**config.mk**
```make
export PLATFORM = sky130hd
export DESIGN_NAME = dphy_rx_4lane_aligner
export DESIGN_NICKNAME = d
export VERILOG_FILES = /design/src/rtl/dphy_rx_pkg.sv /design/src/rtl/dphy_rx_lane_fifo.sv /design/src/rtl/dphy_rx_4lane_aligner.sv
export SDC_FILE = /design/constraint.sdc
export NUM_CORES = 1
export LEC_CHECK = 0
export ABC_AREA = 1
export BUFFER_PORTS_ARGS = -buffer_cell sky130_fd_sc_hd__buf_2
export CORE_ASPECT_RATIO = 1.4
export CORE_MARGIN = 10
export CORE_UTILIZATION = 60
export CTS_CLUSTER_DIAMETER = 40
export DETAILED_ROUTE_END_ITERATION = 7
export PLACE_DENSITY = 0.81
export SYNTH_ARGS = -nofsm -noshare
export SYNTH_HDL_FRONTEND = slang
export SYNTH_SLANG_ARGS = --single-unit
```
**constraint.sdc**
```tcl
create_clock -name SLOWCLK -period 11.1 [get_ports SLOWCLK]
set_clock_uncertainty 0.2 [all_clocks]
set_input_delay 1.11 -clock SLOWCLK [delete_from_list [all_inputs] [get_ports SLOWCLK]]
set_output_delay 1.11 -clock SLOWCLK [all_outputs]
set_load 0.01 [all_outputs]
```
**src/rtl/dphy_rx_pkg.sv**
```systemverilog
// Shared types and constants for the 4-lane D-PHY RX deskew aligner.
package dphy_rx_pkg;

  localparam int unsigned NUM_LANES = 4;
  localparam int unsigned LANE_W    = 16;

  typedef logic [LANE_W-1:0] lane_word_t;

  typedef enum logic [2:0] {
    IDLE,
    WAIT_SYNC,
    STREAM,
    DRAIN,
    ERR
  } rx_state_e;

endpackage

```
**src/rtl/dphy_rx_lane_fifo.sv**
```systemverilog
// Single-lane deskew FIFO; pointers carry an extra wrap bit to tell full from empty.
module dphy_rx_lane_fifo
  import dphy_rx_pkg::*;
#(
  parameter int unsigned W     = 16,
  parameter int unsigned DEPTH = 4
) (
  input  logic         clk_i,
  input  logic         rst_ni,
  input  logic         push_i,
  input  logic         pop_i,
  input  logic         flush_i,
  input  logic [W-1:0] data_i,
  output logic [W-1:0] data_o,
  output logic         full_o,
  output logic         empty_o,
  output logic         one_o,
  output logic         ovf_o
);

  localparam int unsigned AW = (DEPTH > 1) ? $clog2(DEPTH) : 1;

  logic [W-1:0] mem_q [DEPTH];
  logic [AW:0]  wr_q, wr_d, rd_q, rd_d, used;
  logic         do_push, do_pop;

  assign used    = wr_q - rd_q;
  assign empty_o = (wr_q == rd_q);
  assign full_o  = (wr_q[AW] != rd_q[AW]) && (wr_q[AW-1:0] == rd_q[AW-1:0]);
  assign one_o   = (used == (AW+1)'(1));
  assign do_pop  = pop_i & ~empty_o;
  // A pop in the same cycle frees a slot, so a push to a full FIFO is only lost without one.
  assign do_push = push_i & (~full_o | do_pop);
  assign ovf_o   = push_i & full_o & ~do_pop;
  assign data_o  = mem_q[rd_q[AW-1:0]];

  always_comb begin
    wr_d = wr_q;
    rd_d = rd_q;
    if (flush_i) begin
      wr_d = '0;
      rd_d = '0;
    end else begin
      if (do_push) wr_d = wr_q + (AW+1)'(1);
      if (do_pop)  rd_d = rd_q + (AW+1)'(1);
    end
  end

  always_ff @(posedge clk_i or negedge rst_ni) begin
    if (!rst_ni) begin
      wr_q <= '0;
      rd_q <= '0;
    end else begin
      wr_q <= wr_d;
      rd_q <= rd_d;
    end
  end

  always_ff @(posedge clk_i) begin
    if (do_push && !flush_i) mem_q[wr_q[AW-1:0]] <= data_i;
  end

endmodule

```
**src/rtl/dphy_rx_4lane_aligner.sv**
```systemverilog
// Deskews up to four D-PHY HS PPI lanes and emits one lane-aligned word per cycle.
module dphy_rx_4lane_aligner
  import dphy_rx_pkg::*;
#(
  parameter int unsigned DATA_W     = 16,
  parameter int unsigned SKEW_DEPTH = 4
) (
  input  logic                  SLOWCLK,
  input  logic                  RESET_N,
  input  logic [1:0]            lane_cnt,
  input  logic                  RX_ACTIVE_HS_LAN0,
  input  logic                  RX_ACTIVE_HS_LAN1,
  input  logic                  RX_ACTIVE_HS_LAN2,
  input  logic                  RX_ACTIVE_HS_LAN3,
  input  logic                  RX_SYNC_HS_LAN0,
  input  logic                  RX_SYNC_HS_LAN1,
  input  logic                  RX_SYNC_HS_LAN2,
  input  logic                  RX_SYNC_HS_LAN3,
  input  logic                  RX_VALID_HS_LAN0,
  input  logic                  RX_VALID_HS_LAN1,
  input  logic                  RX_VALID_HS_LAN2,
  input  logic                  RX_VALID_HS_LAN3,
  input  logic [DATA_W-1:0]     RX_DATA_HS_LAN0,
  input  logic [DATA_W-1:0]     RX_DATA_HS_LAN1,
  input  logic [DATA_W-1:0]     RX_DATA_HS_LAN2,
  input  logic [DATA_W-1:0]     RX_DATA_HS_LAN3,
  output logic [4*DATA_W-1:0]   out_data,
  output logic                  out_valid,
  output logic [3:0]            out_mask,
  output logic                  out_sop,
  output logic                  out_eop,
  output logic                  err_align,
  output logic                  err_ovf
);

  localparam int unsigned   CW    = $clog2(SKEW_DEPTH) + 1;
  localparam logic [CW-1:0] LIMIT = CW'(SKEW_DEPTH - 1);

  rx_state_e state_q, state_d;
  logic [CW-1:0] cnt_q, cnt_d;
  logic [3:0] arm_q, arm_d, en_q, en_d, en_now, en;
  logic       sop_pend_q, sop_pend_d;
  logic [4*DATA_W-1:0] out_data_q, out_data_d;
  logic       out_valid_q, out_sop_q, out_eop_q;
  logic [3:0] out_mask_q;

  logic [3:0] act, sync, vld, arm_now, push, pop, full, empty, one, ovf;
  logic [DATA_W-1:0] din [NUM_LANES];
  logic [DATA_W-1:0] dout [NUM_LANES];
  logic armed_all, all_ne, all_inact, fin, eop, flush, align_err;

  assign act  = {RX_ACTIVE_HS_LAN3, RX_ACTIVE_HS_LAN2, RX_ACTIVE_HS_LAN1, RX_ACTIVE_HS_LAN0};
  assign sync = {RX_SYNC_HS_LAN3, RX_SYNC_HS_LAN2, RX_SYNC_HS_LAN1, RX_SYNC_HS_LAN0};
  assign vld  = {RX_VALID_HS_LAN3, RX_VALID_HS_LAN2, RX_VALID_HS_LAN1, RX_VALID_HS_LAN0};
  assign din[0] = RX_DATA_HS_LAN0;
  assign din[1] = RX_DATA_HS_LAN1;
  assign din[2] = RX_DATA_HS_LAN2;
  assign din[3] = RX_DATA_HS_LAN3;

  always_comb begin
    en_now = '0;
    for (int unsigned k = 0; k < NUM_LANES; k++) en_now[k] = (2'(k) <= lane_cnt);
  end

  assign en        = (state_q == IDLE) ? en_now : en_q;
  assign arm_now   = ((state_q == IDLE) || (state_q == WAIT_SYNC)) ? (en & sync & vld) : '0;
  assign armed_all = &(~en | arm_q | arm_now);
  assign push      = en & vld & ((arm_q & act) | arm_now);
  assign all_ne    = &(~en | ~empty);
  assign all_inact = ~|(en & act);
  assign fin       = &(~en | empty | one);
  assign flush     = (state_q == ERR);

  for (genvar k = 0; k < NUM_LANES; k++) begin : g_lane
    dphy_rx_lane_fifo #(.W(DATA_W), .DEPTH(SKEW_DEPTH)) u_fifo (
      .clk_i   (SLOWCLK),
      .rst_ni  (RESET_N),
      .push_i  (push[k]),
      .pop_i   (pop[k]),
      .flush_i (flush),
      .data_i  (din[k]),
      .data_o  (dout[k]),
      .full_o  (full[k]),
      .empty_o (empty[k]),
      .one_o   (one[k]),
      .ovf_o   (ovf[k])
    );
  end

  always_comb begin
    pop = '0;
    case (state_q)
      STREAM:  if (all_ne) pop = en;
      DRAIN:   pop = en & ~empty;
      default: pop = '0;
    endcase
  end

  assign eop = (|pop) & fin & ((state_q == DRAIN) | all_inact);

  always_comb begin
    state_d   = state_q;
    cnt_d     = cnt_q;
    align_err = 1'b0;
    case (state_q)
      // All lanes syncing together skip the wait so the first pop still lands one cycle later.
      IDLE: if (|arm_now) begin
        state_d = armed_all ? STREAM : WAIT_SYNC;
        cnt_d   = CW'(1);
      end
      WAIT_SYNC: begin
        cnt_d = cnt_q + CW'(1);
        if (armed_all) state_d = STREAM;
        else if (cnt_q >= LIMIT || |(en & full)) begin
          align_err = 1'b1;
          state_d   = ERR;
        end
      end
      STREAM: if (eop) state_d = IDLE;
              else if (all_inact) state_d = DRAIN;
      DRAIN:  if (eop || !(|pop)) state_d = IDLE;
      ERR:    if (all_inact) state_d = IDLE;
      default: state_d = IDLE;
    endcase
    if (|ovf) state_d = ERR;
  end

  always_comb begin
    arm_d      = ((state_d == IDLE) || (state_d == ERR)) ? '0 : (arm_q | arm_now);
    en_d       = (state_q == IDLE) ? en_now : en_q;
    sop_pend_d = (state_q == IDLE) ? 1'b1 : ((|pop) ? 1'b0 : sop_pend_q);
    out_data_d = '0;
    for (int unsigned k = 0; k < NUM_LANES; k++)
      if (pop[k]) out_data_d[k*DATA_W +: DATA_W] = dout[k];
  end

  always_ff @(posedge SLOWCLK or negedge RESET_N) begin
    if (!RESET_N) begin
      state_q     <= IDLE;
      cnt_q       <= '0;
      arm_q       <= '0;
      en_q        <= '0;
      sop_pend_q  <= 1'b0;
      out_data_q  <= '0;
      out_valid_q <= 1'b0;
      out_mask_q  <= '0;
      out_sop_q   <= 1'b0;
      out_eop_q   <= 1'b0;
    end else begin
      state_q     <= state_d;
      cnt_q       <= cnt_d;
      arm_q       <= arm_d;
      en_q        <= en_d;
      sop_pend_q  <= sop_pend_d;
      out_data_q  <= out_data_d;
      out_valid_q <= |pop;
      out_mask_q  <= pop;
      out_sop_q   <= (|pop) & sop_pend_q;
      out_eop_q   <= eop;
    end
  end

  assign out_data  = out_data_q;
  assign out_valid = out_valid_q;
  assign out_mask  = out_mask_q;
  assign out_sop   = out_sop_q;
  assign out_eop   = out_eop_q;
  assign err_align = align_err;
  assign err_ovf   = |ovf;

endmodule

```
# ---- Word level (Yosys, flattened, before mapping)
# Memories as Yosys holds them, arrays and structs flattened.
# Index checks and enable logic that the tools add are counted.
dict set report classes {
  bitwise_logic 53
  n_reduce_logical 36
  magnitude_cmp 5
  n_addsub 13
  muxes 50
  eq_ne 22
}
# cell n
set op_table {}
lappend op_table {{3-bit 2-to-1 mux} 25}
lappend op_table {{16-bit 2-to-1 mux} 4}
lappend op_table {{4-bit AND} 8}
lappend op_table {{4-bit OR} 7}
lappend op_table {{3-bit by 1-bit adder with 3-bit output, second input constant} 9}
lappend op_table {{2-bit nonzero test} 10}
lappend op_table {{4-bit OR reduction} 5}
lappend op_table {{1-bit AND} 19}
lappend op_table {{4-bit 2-to-1 mux} 4}
lappend op_table {{3-bit by 1-bit == test with 1-bit output, second input constant} 5}
lappend op_table {{3-bit one-hot mux with 5 select lines} 1}
lappend op_table {{1-bit 2-to-1 mux} 13}
lappend op_table {{3-bit == test} 4}
lappend op_table {{1-bit NOT} 12}
lappend op_table {{4-bit AND reduction} 3}
lappend op_table {{3-bit subtractor} 4}
lappend op_table {{2-bit == test} 4}
lappend op_table {{1-bit logical AND} 8}
lappend op_table {{4-bit NOT} 2}
lappend op_table {{4-bit one-hot mux with 2 select lines} 1}
lappend op_table {{3-bit by 2-bit == test with 1-bit output, second input constant} 2}
lappend op_table {{3-bit == test, second input constant} 2}
lappend op_table {{3-bit zero test} 2}
lappend op_table {{3-bit one-hot mux with 2 select lines} 1}
lappend op_table {{other kinds (10)} 24}
dict set report totals {
  mem_count 4
  register_bits 110
  input_bits 80
  mem_bits_rw 256
  out_inout_bits 73
  elab_cells 201
}
# memory depth word_bits read_ports rd_ports_with_merged_regs write_ports line_no
set memory_table {}
lappend memory_table {{g_lane[0].u_fifo.mem_q} 4 16 1 0 1 dphy_rx_lane_fifo.sv:23} ;# logic [W-1:0] mem_q [DEPTH];
lappend memory_table {{g_lane[1].u_fifo.mem_q} 4 16 1 0 1 dphy_rx_lane_fifo.sv:23}
lappend memory_table {{g_lane[2].u_fifo.mem_q} 4 16 1 0 1 dphy_rx_lane_fifo.sv:23}
lappend memory_table {{g_lane[3].u_fifo.mem_q} 4 16 1 0 1 dphy_rx_lane_fifo.sv:23}

# ---- Depth between registers and ports, before layout
# Gate-level depths: netlist of the first run.
dict set report logic_depth {
  word_depth 17
  mapped_depth 18
  depth_no_buf 17
}

# ---- By module
# From an unflattened synthesis of the first run, not the netlist that was laid out.
dict set report unflattened {
  cells_unflattened 1279
  area_unflattened_um2 15046.9
}
# mod cells_per_inst area_each_um2 seq_area_each_um2 n_inst
set by_module_without_submodules {}
lappend by_module_without_submodules {{dphy_rx_lane_fifo at g_lane[2].u_fifo ...} 222 2896.5 2072.0 2}
lappend by_module_without_submodules {{dphy_rx_lane_fifo at g_lane[0].u_fifo ...} 222 2894.0 2072.0 2}
lappend by_module_without_submodules {dphy_rx_4lane_aligner 391 3465.8 2152.1 1}

# ---- Least setup slack after synthesis of the first run
# Ideal clock, no wire load.
dict set report synth_timing {
  path_kind {flip-flop to output port}
  start {reg g_lane[0].u_fifo.rd_q[1]}
  end {out err_ovf}
  t_arrival_ps 2307
  path_slack_ps 7483
  stages_incl_launch_ff 17
  t_required_ps 9790
  path_buffers 2
  cell_sequence {dfrtp_1 > clkbuf_1 > clkinv_1 > clkbuf_1 > ha_1 > nand2_1 > nor2_1 > nand2_1 > nand2_2 > nor2_4 > nand2_2 > nand2_4 > inv_2 > nand3_1 > nand2_2 > nor2_8 > inv_1}
}
dict set report synth_via {
  elab_chain_len 10
  elab_cells_between_ends 24
}
# element line_no
set synth_rtl {}
lappend synth_rtl {{start, declared} dphy_rx_lane_fifo.sv:24} ;# logic [AW:0] wr_q, wr_d, rd_q, rd_d, used;
lappend synth_rtl {{start signal, assigned} dphy_rx_lane_fifo.sv:55} ;# rd_q <= rd_d;
lappend synth_rtl {{3-bit == test} dphy_rx_lane_fifo.sv:28} ;# assign empty_o = (wr_q == rd_q);
lappend synth_rtl {{4-bit NOT} dphy_rx_4lane_aligner.sv:69} ;# assign all_ne = &(~en | ~empty);
lappend synth_rtl {{4-bit OR} dphy_rx_4lane_aligner.sv:69}
lappend synth_rtl {{4-bit AND reduction} dphy_rx_4lane_aligner.sv:69}
lappend synth_rtl {{4-bit 2-to-1 mux} dphy_rx_4lane_aligner.sv:93} ;# STREAM: if (all_ne) pop = en;
lappend synth_rtl {{4-bit one-hot mux with 2 select lines} dphy_rx_4lane_aligner.sv:92} ;# case (state_q)
lappend synth_rtl {{via g_lane[2].u_fifo.pop_i} dphy_rx_lane_fifo.sv:11} ;# input logic pop_i,
lappend synth_rtl {{1-bit AND} dphy_rx_lane_fifo.sv:31} ;# assign do_pop = pop_i & ~empty_o;
lappend synth_rtl {{1-bit NOT} dphy_rx_lane_fifo.sv:34} ;# assign ovf_o = push_i & full_o & ~do_pop;
lappend synth_rtl {{1-bit AND} dphy_rx_lane_fifo.sv:34}
lappend synth_rtl {{4-bit OR reduction} dphy_rx_4lane_aligner.sv:169} ;# assign err_ovf = |ovf;
lappend synth_rtl {{end, declared} dphy_rx_4lane_aligner.sv:33} ;# output logic err_ovf
# The timed path passes the listed nets, and every way through them passes these cells.

# ---- Worst setup path after layout of the first run
dict set report layout_timing {
  start {reg g_lane[2].u_fifo.rd_q[1]}
  end {out err_ovf}
}
dict set report layout_via {
  elab_chain_len 10
  elab_cells_between_ends 24
}
# element line_no
set layout_rtl {}
lappend layout_rtl {{start, declared} dphy_rx_lane_fifo.sv:24}
lappend layout_rtl {{start signal, assigned} dphy_rx_lane_fifo.sv:55}
lappend layout_rtl {{3-bit == test *} dphy_rx_lane_fifo.sv:28}
lappend layout_rtl {{4-bit NOT *} {dphy_rx_4lane_aligner.sv:69, dphy_rx_4lane_aligner.sv:94}}
lappend layout_rtl {{4-bit OR} dphy_rx_4lane_aligner.sv:69}
lappend layout_rtl {{4-bit AND reduction} dphy_rx_4lane_aligner.sv:69}
lappend layout_rtl {{4-bit 2-to-1 mux} dphy_rx_4lane_aligner.sv:93}
lappend layout_rtl {{4-bit one-hot mux with 2 select lines *} dphy_rx_4lane_aligner.sv:92}
lappend layout_rtl {{via g_lane[2].u_fifo.pop_i} dphy_rx_lane_fifo.sv:11}
lappend layout_rtl {{1-bit AND *} dphy_rx_lane_fifo.sv:31}
lappend layout_rtl {{1-bit NOT *} dphy_rx_lane_fifo.sv:34}
lappend layout_rtl {{1-bit AND *} dphy_rx_lane_fifo.sv:34}
lappend layout_rtl {{4-bit OR reduction *} dphy_rx_4lane_aligner.sv:169}
# The timed path passes the listed nets; every way through them passes the cells marked *.

==> results of run 1 <==
==> path summary, 6_finish.rpt <==
check                           slack [ps]                                      to
max in group asynchronous             9010    g_lane[1].u_fifo.wr_q[1]$_DFFE_PN0P_
worst min-delay path                   310                       out_sop$_DFF_PN0_
worst max-delay path                  5730                                 err_ovf
min in group asynchronous              450                  out_data[22]$_DFF_PN0_
worst min register to register         310                       out_sop$_DFF_PN0_
worst max register to register        6500  g_lane[2].u_fifo.mem_q[1][6]$_DFFE_PP_
==> state kept, by name (all words and copies together) (netlist names) <==
register             flops
out_sop                  1
out_data                64
g_lane.u_fifo.wr_q      12
g_lane.u_fifo.rd_q      12
g_lane.u_fifo.mem_q    256
out_valid                1
state_q                  3
out_mask                 4
en_q                     4
arm_q                    4
sop_pend_q               1
cnt_q                    3
out_eop                  1
==> per-layer routing <==
layer / vias up / GRT usage / wire length (um)
met5: - / 0 / 0
met3: 57 / 0.03567 / 1773
met1: 4511 / 0.2293 / 12200
li1: 4547 / - / -
met4: 0 / 0.06513 / 700
met2: 298 / 0.3377 / 15850
==> cells in the final DEF (no fill, tap or decap), drive strengths merged, types with 4 or more instances in the layout <==
master and count:
nand2 119, clkinv 10, inv 84, o21ai 156, edfxtp 256, dfrtp 110, a211oi 4, fa 4
nor2 314, nand3 24, bufinv 4, a21oi 84, ha 30, clkbuf 47, buf 172
==> through the flow <==
step | cells | util | total power [W] | cell area (um^2)
floorplan | 1246 | - | 0.002571 | 14610
global placement | 1677 | 0.6555 | 0.002839 | 15720
detailed placement | 1677 | 0.6555 | 0.002892 | 15720
CTS | 1742 | 0.7061 | 0.004140 | 16930
global route | 1742 | 0.7061 | 0.004367 | 16930
finish | 1742 | 0.7061 | 0.004115 | 16930
==> power breakdown <==
| group | total (W) | switching, W | internal, W | leakage, nW |
|---|---|---|---|---|
| combinational | 0.00111 | 0.000752 | 0.000359 | 2.71 |
| sequential | 0.00176 | 0.000136 | 0.00163 | 3.80 |
| clock | 0.00124 | 0.000506 | 0.000735 | 0.596 |
| total | 0.00412 | 0.00139 | 0.00272 | 7.10 |
==> worst max-delay path: cells and delay by family (launching register included) <==
| family | cells | cell delay [ps] |
|---|---|---|
| buffers and inverters | 4 | 1250 |
| AND/OR/NAND/NOR | 10 | 960 |
| flip-flops | 1 | 800 |
| adder cells (fa/ha/maj) | 1 | 520 |
==> cell type report <==
cell class	instances	area [um^2]	area share
multi-input combinational	748	3670	0.2168
inverter	81	304.0	0.01796
sequential	366	10440	0.6167
clock buffer	47	993.5	0.05868
clock inverter	18	221.5	0.01308
timing repair buffer	172	913.4	0.05395
tap	310	387.9	0.02291
==> cell families (layout without fill, tap and decap cells) <==
group / after synthesis / after routing
buf+inv: 132 / 318
flops: 366 / 366
compound gates: 249 / 249
simple gates: 465 / 465
fa+ha+maj: 34 / 34
==> flow_summary.yaml, run 1 <==
logic_synthesis:
  synth_common_cells: "nor2_1, edfxtp_1, o21ai_0"
  yosysMostFrequentCell: "nor2_1"
  yosys_most_used_dff: "edfxtp_1"
  synth_edf_count: 256
  yosysWarnings: 0
  synth-async-reset-ratio: 0.3005
  synth_fa_ha_area_frac: 0.03117
  synth_top_family_by_area: "simple AND/OR/NAND/NOR gates"
  synthXorXnorAreaFrac: 0
  synth_area_mm2: 0.01461
  synthTopCellsByArea: "edfxtp_1, dfrtp_1, nor2_1"
  synth_cells: 1246
  ys_ff_latch: 366
  synth.top_cell.area_share: 0.5262
  syn_avg_cell_area_um2: 11.73
  synthSimpleGateAreaFrac: 0.1333
  ys_seq_area_frac: 0.7146
  syn-num-nets: 1360
  yosysTopAreaCell: "edfxtp_1"
  synth-compound-area-share: 0.08675
  synthMuxAreaShare: 0
  synth_cell_types: 29
placement:
  hpwlAfterDp_um: 19920
  io_buffers: 152
  pre_cts_slack_ps: 6266
  gp_congestion: 0.8773
routing:
  first_pass_iters: 5
  drc: 0
  antenna_left: 0
  routed_via_density: 5.404
  wirelength_um: 30520
  drt_iter0_drc: 717
  num_vias: 9413
  wl_per_cell_um: 17.52
die:
  dieArea_mm2: 0.03108
  die_x_um: 151.9
  dieHeight_um: 204.6
  start_util: 0.6094
  core-area_mm2: 0.02398
  pin_count: 153
  rows: 67
clock_tree:
  cts.sinks: 366
  clockRootBuffer: "clkbuf_16"
  clkTransAtPathRegs_ps: 60
  ctsHoldBuffers: 0
  post_cts_resized: 0
  clk_latency_ps: 520
  cts_buffers: 36
  cts_setup_buffers: 0
  cts_buffer_depth: 3
  cts_max_level: 2
  cts_tree: "done"
critical_path:
  worstReg2RegStart: "g_lane[0].u_fifo.rd_q[1]$_DFFE_PN0P_"
  cp_slowest_stage_delay_ps: 800
  cp_slowest_cell: "dfrtp_1"
  critPathLaunch: "g_lane[2].u_fifo.rd_q[1]$_DFFE_PN0P_"
  crit_type: "reg2out"
  worstPathArrival_ps: 4060
  rr_worst_depth: 16
  path_common_cell: "nand2_2"
  worstSetupStartpointType: "flop"
  crit_fanout: 22
  end_kind: "output pin"
  critical_path_required_ps: 9790
  crit_path_cell_trace: "clkinv_1, ha_1, nand2_1, nor2_1, nand2_2, nand2_2, nor2_4, nand2_2, nand2_4, inv_2, nand3_1, nand2_2, nor2_8, inv_1, buf_2"
min_path:
  min_path_cells: 2
  hp-start: "sop_pend_q$_DFFE_PN0P_"
  min_path_type: "reg2reg"
finish:
  layout.nets: 1519
  fillers: 1669
  antenna_cells_inserted: 0
  drive_gt1_frac: 0.1913
  syn_to_final_growth_pct: 15.88
sta:
  hold_viol_final: 0
  grt_setup_unrepaired: "no"
  max_freq_ghz: 0.1864
  min_period_over_period: 0.4834
  setup_violations: 0
  whs_ps: 310.8
  tightest_slew_ps: 1103
  finalWorstSetupSlack_ps: 5734
  maxSlewViolCount: 0
  finalWorstPathRequiredPeriod_ps: 5366
  slew_headroom: 0.2648
  tns_ps: 0
power:
  p_per_area_mw_per_mm2: 243.1
  power_leakage_nw: 7.103
  peakVddDrop_uv: 151.6
global_routing:
  grt_pass1_vias: 9676
  overflow: 0
  grt_first_pass_wirelength_um: 48640
  antenna_found_initial: 0
  grt_max_degree: 59
  track_usage: 0.1906
outcome:
  status: "complete, no violations"
flow_run:
  cap_violations: 0
Power figures use the tool's default switching activity.
==> run 2: changes to the inputs <==
--- a/config.mk
+++ b/config.mk
@@ -9,10 +9,10 @@
 export BUFFER_PORTS_ARGS = -buffer_cell sky130_fd_sc_hd__buf_2
 export CORE_ASPECT_RATIO = 1.4
 export CORE_MARGIN = 10
-export CORE_UTILIZATION = 60
+export CORE_UTILIZATION = 53
 export CTS_CLUSTER_DIAMETER = 40
 export DETAILED_ROUTE_END_ITERATION = 7
-export PLACE_DENSITY = 0.81
+export PLACE_DENSITY = 0.76
 export SYNTH_ARGS = -nofsm -noshare
 export SYNTH_HDL_FRONTEND = slang
 export SYNTH_SLANG_ARGS = --single-unit
==> constraint.sdc (replaced) <==
create_clock -name SLOWCLK -period 4.5 [get_ports SLOWCLK]
set_clock_uncertainty 0.2 [all_clocks]
set_input_delay 0.45 -clock SLOWCLK [delete_from_list [all_inputs] [get_ports SLOWCLK]]
set_output_delay 0.45 -clock SLOWCLK [all_outputs]
set_load 0.01 [all_outputs]
==> run 2 against run 1 <==
Register-to-register slack got worse by 5800 ps. Final area rose by 5.0%. Clock-buffer cell count rose by 6. Global-route usage fell by 0.86 points. Routed wire length rose by 5.3%. Cell count rose by 7.8%. Sequential share of layout area fell by 2.9 points. Sequential power rose by 140%. Flip-flop and latch count did not move. Die area rose by 12%. Non-clock buffer count rose by 76. Critical endpoint unchanged. Largest cell class unchanged.
==> flow_summary.yaml, run 2 (synthesis gave the netlist of run 1 again) <==
routing:
  drt_iter0_drc: 566
  wirelength_um: 32130
  antenna_left: 0
  first_pass_iters: 5
  wl_per_cell_um: 17.11
  routed_via_density: 5.186
  drc: 0
  num_vias: 9740
sta:
  whs_ps: 118.8
  tns_ps: 0
  max_freq_ghz: 0.2373
  finalWorstSetupSlack_ps: 285.6
  maxSlewViolCount: 0
  slew_headroom: 0.3742
  setup_violations: 0
  finalWorstPathRequiredPeriod_ps: 4214
  min_period_over_period: 0.9365
  grt_setup_unrepaired: "no"
  hold_viol_final: 0
  tightest_slew_ps: 937.7
die:
  start_util: 0.5410
  dieArea_mm2: 0.03470
  pin_count: 153
  die_x_um: 160.3
  core-area_mm2: 0.02701
  dieHeight_um: 216.5
  rows: 71
critical_path:
  critPathLaunch: "g_lane[0].u_fifo.rd_q[1]$_DFFE_PN0P_"
  cp_slowest_stage_delay_ps: 520
  crit_fanout: 22
  cp_slowest_cell: "clkinv_1"
  worstPathArrival_ps: 3560
  crit_type: "reg2out"
  path_common_cell: "nand2_2"
  cp_top_family: "buffers and inverters"
  worstReg2RegStart: "g_lane[0].u_fifo.rd_q[1]$_DFFE_PN0P_"
  worstSetupStartpointType: "flop"
  critical_path_required_ps: 3850
  end_kind: "output pin"
  cp.depth: 16
  crit_path_cell_trace: "buf_4, clkinv_1, ha_1, nand2_1, nor2_1, nand2_1, nand2_2, nor2_4, nand2_2, nand2_4, inv_2, nand3_1, nand2_2, nor2_8, inv_1, buf_2"
  regToRegSetupSlack_ps: 670
  rr_worst_depth: 17
  worst-path-buf-inv: 5
global_routing:
  antenna_found_initial: 2
  grt_use_met3: 0.03926
  grt_pass1_vias: 10300
  grt_first_pass_wirelength_um: 51140
  grt_use_met2: 0.3297
  top_usage_layer: "met2"
  grt_max_degree: 54
  track_usage: 0.1820
  use_met1: 0.2035
  overflow: 0
clock_tree:
  cts_max_level: 2
  cts_buffer_depth: 3
  cts.sinks: 366
  clkTransAtPathRegs_ps: 60
  cts_tree: "done"
  clk_latency_ps: 530
  cts_buffers: 39
  clockRootBuffer: "clkbuf_16"
finish:
  antenna_cells_inserted: 0
  layout_common_cells: "nor2_1, edfxtp_1, o21ai_0"
  multi_input_comb_area_mm2: 0.003670
  fin_cells: 1878
  layout.nets: 1598
  layout_commonest_cell: "nor2_1"
  drive_gt1_frac: 0.1877
  register_area_mm2: 0.01044
  syn_to_final_growth_pct: 21.62
  largest_reg_flops: 256
  fillers: 1988
placement:
  pre_cts_slack_ps: 757.0
  dp_cells: 1743
  hpwlAfterDp_um: 20970
  gp_congestion: 0.8747
  io_buffers: 152
power:
  switchingPower_w: 0.003475
  seqPwrFrac: 0.405
  power_frac_clock: 0.300
  power_leakage_nw: 7.430
  p_per_area_mw_per_mm2: 578.3
  switching_share: 0.3382
  pwr-share-comb: 0.295
  peakVddDrop_uv: 365.6
  intPower_w: 0.006801
min_path:
  min_path_cells: 3
  min_path_type: "in2reg"
  hp-start: "lane_cnt[1]"
flow_run:
  cap_violations: 0
outcome:
  status: "complete, no violations"
-- run 2: cell count changes in the layout (fill, tap and decap cells not counted), moves of 4 or more --
cell and delta:
buf_4 +11, clkbuf_1 +4, clkbuf_16 +4, clkinv_4 +4, dlygate4sd3_1 +65, inv_6 -5
-- run 2: power groups by stage --
stage,registers [W],logic [W],clock network (W)
finish,0.00416,0.00303,0.00308
global route,0.00420,0.00342,0.00328
CTS,0.00416,0.00304,0.00315
detailed placement,0.00423,0.00296,0
global placement,0.00422,0.00287,0
floorplan,0.00426,0.00208,0
-- run 2: through the flow --
stage               total power [W]    util  area (um^2)
floorplan                  0.006341       -        14610
global placement           0.007083  0.5875        15870
detailed placement         0.007195  0.5875        15870
CTS                         0.01035  0.6579        17770
global route                0.01091  0.6579        17770
finish                      0.01028  0.6579        17770
-- run 2: worst min-delay path, cell delays in order --
cell,delay [ps]
buf_2,110
nand3_1,90
nand2_2,110
-- run 2: final timing paths --
kind | endpoint
max in group asynchronous | en_q[1]$_DFF_PN0_
min in group asynchronous | out_data[7]$_DFF_PN0_
min reg2reg | out_sop$_DFF_PN0_
max | err_ovf
max reg2reg | g_lane[2].u_fifo.mem_q[1][3]$_DFFE_PP_
min | en_q[2]$_DFF_PN0_
-- run 2: final cells by class --
| cell class | count | share of cell area |
|---|---|---|
| Clock buffer | 53 | 0.06084 |
| Clock inverter | 17 | 0.009577 |
| Inverter | 81 | 0.01711 |
| Multi-Input combinational cell | 748 | 0.2065 |
| Sequential cell | 366 | 0.5876 |
| Tap cell | 365 | 0.02570 |
| Timing Repair Buffer | 248 | 0.09267 |
-- run 2: metal layers --
metal / share of wire / vias up
met1: 0.39 / 4670
met2: 0.53 / 294
met4: 0.025 / 4
li1: - / 4714
met3: 0.060 / 58
met5: 0.00065 / -
-- run 2: what timing repair did --
item | CTS | global route
endpoints found under the hold margin | 307 | 0
buffers inserted | 0 | 0
resized for setup | 0 | 0
hold buffers | 65 | 0
==> run 3: changes to the inputs <==
--- a/config.mk
+++ b/config.mk
@@ -5,14 +5,15 @@
 export SDC_FILE = /design/constraint.sdc
 export NUM_CORES = 1
 export LEC_CHECK = 0
-export ABC_AREA = 1
 export BUFFER_PORTS_ARGS = -buffer_cell sky130_fd_sc_hd__buf_2
+export CELL_PAD_IN_SITES_DETAIL_PLACEMENT = 0
+export CELL_PAD_IN_SITES_GLOBAL_PLACEMENT = 2
 export CORE_ASPECT_RATIO = 1.4
 export CORE_MARGIN = 10
-export CORE_UTILIZATION = 53
+export CORE_UTILIZATION = 39
 export CTS_CLUSTER_DIAMETER = 40
 export DETAILED_ROUTE_END_ITERATION = 7
-export PLACE_DENSITY = 0.76
+export PLACE_DENSITY_LB_ADDON = 0.1
 export SYNTH_ARGS = -nofsm -noshare
 export SYNTH_HDL_FRONTEND = slang
 export SYNTH_SLANG_ARGS = --single-unit
==> run 3 against run 2 <==
Via count fell by 20%. First-iteration DRC count is 42% lower. Worst hold slack worse by 7.6 ps. Fmax up 12%. Critical path type unchanged.
==> flow_summary.yaml, run 3 <==
routing:
  antenna_left: 0
  wirelength_um: 31940
  drc: 0
  routed_via_density: 4.944
  wl_per_cell_um: 20.24
  drt_iter0_drc: 327
  first_pass_iters: 4
  num_vias: 7801
power:
  power_leakage_nw: 7.275
  power.total_w: 0.009838
  p_per_area_mw_per_mm2: 543.2
  seqPwrFrac: 0.416
  switching_share: 0.2855
  power_frac_clock: 0.366
  switchingPower_w: 0.002809
  intPower_w: 0.007029
  peakVddDrop_uv: 392.9
  pwr-share-comb: 0.219
clock_tree:
  clk_latency_ps: 540
  cts.sinks: 366
  post_cts_resized: 0
  cts_buffer_depth: 3
  clkTransAtPathRegs_ps: 60
  cts_setup_buffers: 0
  cts_max_level: 2
  cts_buffers: 44
  clockRootBuffer: "clkbuf_16"
  cts_tree: "done"
sta:
  min_period_over_period: 0.8327
  setup_violations: 0
  tns_ps: 0
  tightest_slew_ps: 773.1
  finalWorstPathRequiredPeriod_ps: 3747
  slew_headroom: 0.4846
  grt_setup_unrepaired: "no"
  max_freq_ghz: 0.2669
  hold_viol_final: 0
  maxSlewViolCount: 0
logic_synthesis:
  synthTopCellsByArea: "edfxtp_1, dfrtp_1, mux4_2"
  synth_cells: 809
  synth_edf_count: 256
  synth-async-reset-ratio: 0.3005
  synth.top_cell.area_share: 0.5324
  ys_seq_area_frac: 0.7231
  synth_common_cells: "edfxtp_1, dfrtp_1, mux4_2"
  yosysMostFrequentCell: "edfxtp_1"
  syn_avg_cell_area_um2: 17.85
  yosys_most_used_dff: "edfxtp_1"
  yosysWarnings: 0
  yosysTopAreaCell: "edfxtp_1"
  synth_cell_types: 64
  synth_area_mm2: 0.01444
  ys_ff_latch: 366
  syn-num-nets: 923
global_routing:
  track_usage: 0.1424
  antenna_found_initial: 0
  use_met1: 0.1508
  grt_max_degree: 53
  overflow: 0
  grt_use_met2: 0.2673
  grt_pass1_vias: 8834
  grt_first_pass_wirelength_um: 50110
  top_usage_layer: "met2"
  grt_use_met3: 0.03279
placement:
  place_area_mm2: 0.01593
  io_buffers: 152
  gp_congestion: 0.8012
  hpwlAfterDp_um: 20790
critical_path:
  end_kind: "output pin"
  critical_path_required_ps: 3850
  worstPathArrival_ps: 3100
  worstSetupStartpointType: "flop"
  crit_fanout: 12
  crit_type: "reg2out"
die:
  rows: 83
  core-area_mm2: 0.03666
  pin_count: 153
  dieHeight_um: 247.7
  dieArea_mm2: 0.04523
  die_x_um: 182.6
  start_util: 0.3939
finish:
  drive_gt1_frac: 0.3141
  antenna_cells_inserted: 0
  layout.nets: 1191
  largest_reg_flops: 256
  syn_to_final_growth_pct: 25.44
  fillers: 3134
  finish.instance_area_mm2: 0.01811
  layout_commonest_cell: "edfxtp_1"
  layout_common_cells: "edfxtp_1, buf_2, dfrtp_1"
min_path:
  min_path_type: "in2reg"
outcome:
  status: "complete, no violations"
flow_run:
  cap_violations: 0
==> run 3: changes by cell type in the layout (fill, tap and decap cells not counted), moves of 11 or more <==
cell and change:
and2_1 +20, nor2b_1 +38, and3_1 +34, inv_1 -39, a21oi_1 -76, xor2_1 +11, nand2_2 -20, nand2_1 -67
xnor2_1 +12, o21ai_0 -146, nor2_1 -273, mux4_2 +64
==> run 3: power by group through the flow <==
stage          Combinational, W  Clock (W)  Sequential (W)
3_5_place_dp            0.00215          0         0.00416
6_report                0.00215    0.00360         0.00409
4_1_cts                 0.00221    0.00371         0.00409
2_1_floorplan           0.00143          0         0.00415
5_1_grt                 0.00241    0.00385         0.00412
3_3_place_gp            0.00217          0         0.00415
==> run 3: worst max-delay path, cell delays in order (launching register included) <==
cell and delay, ps:
dfrtp_1 540, nor3_4 390, mux2i_1 440, inv_2 200, nand3_1 210, o22ai_1 100, o21ai_1 270, o21ai_0 220
buf_2 190
==> run 3: timing repair <==
| item | in CTS | in global routing |
|---|---|---|
| hold endpoints to repair | 306 | 0 |
| hold buffers | 65 | 0 |
| setup endpoints to repair | 0 | 0 |
==> run 3: logic make-up after synthesis <==
| group | count (synthesis) | synth area share |
|---|---|---|
| and+or+nand+nor | 185 | 0.07045 |
| DFF | 366 | 0.7231 |
| buffers and inverters | 61 | 0.01672 |
| xor gates and xnor gates | 23 | 0.01395 |
| AOI/OAI and AO/OA | 66 | 0.03709 |
| adders and majority gates | 34 | 0.03154 |
| muxes | 74 | 0.1072 |
==> run 3: layout make-up <==
| type | count | area, um^2 | area share |
|---|---|---|---|
| clock buffers | 51 | 1189 | 0.06563 |
| clock inverters | 29 | 340.3 | 0.01879 |
| inverters | 30 | 112.6 | 0.006217 |
| multi-input cells | 382 | 3762 | 0.2077 |
| flip-flops and latches | 366 | 10440 | 0.5764 |
| well taps | 467 | 584.3 | 0.03226 |
| repair buffers | 253 | 1684 | 0.09298 |
==> run 3: routing by layer <==
| layer | routed length, um | part of all wire |
|---|---|---|
| met5 | 0 | 0 |
| met3 | 1498 | 0.047 |
| met2 | 17510 | 0.55 |
| met1 | 11920 | 0.37 |
| met4 | 1014 | 0.032 |
==> run 3: per-stage QoR <==
| step | cells | worst slack, ps | hold WS (ps) | util |
|---|---|---|---|---|
| finish | 1578 | 752.9 | 111.2 | 0.4941 |
| global route | 1578 | 477.1 | 102.2 | 0.4941 |
| CTS | 1578 | 673.2 | 90.77 | 0.4941 |
| detailed placement | 1433 | 1029 | 305.0 | 0.4346 |
| global placement | 1433 | 1066 | 294.7 | 0.4346 |
| floorplan | 809 | 992.9 | -45.59 | - |
==> run 3: worst paths after layout <==
| kind | startpoint | end | slack, ps | cells after the start |
|---|---|---|---|---|
| setup reg to reg | state_q[0]$_DFF_PN0_ | g_lane[3].u_fifo.mem_q[3][13]$_DFFE_PP_ | 1060 | 8 |
| min in group asynchronous | RESET_N | out_data[61]$_DFF_PN0_ | 330 | 2 |
| hold / removal | RX_VALID_HS_LAN1 | arm_q[1]$_DFF_PN0_ | 110 | 3 |
| setup / recovery | state_q[0]$_DFF_PN0_ | err_ovf | 750 | 8 |
| hold reg to reg | sop_pend_q$_DFFE_PN0P_ | out_sop$_DFF_PN0_ | 300 | 1 |
| max in group asynchronous | RESET_N | en_q[2]$_DFF_PN0_ | 2740 | 3 |
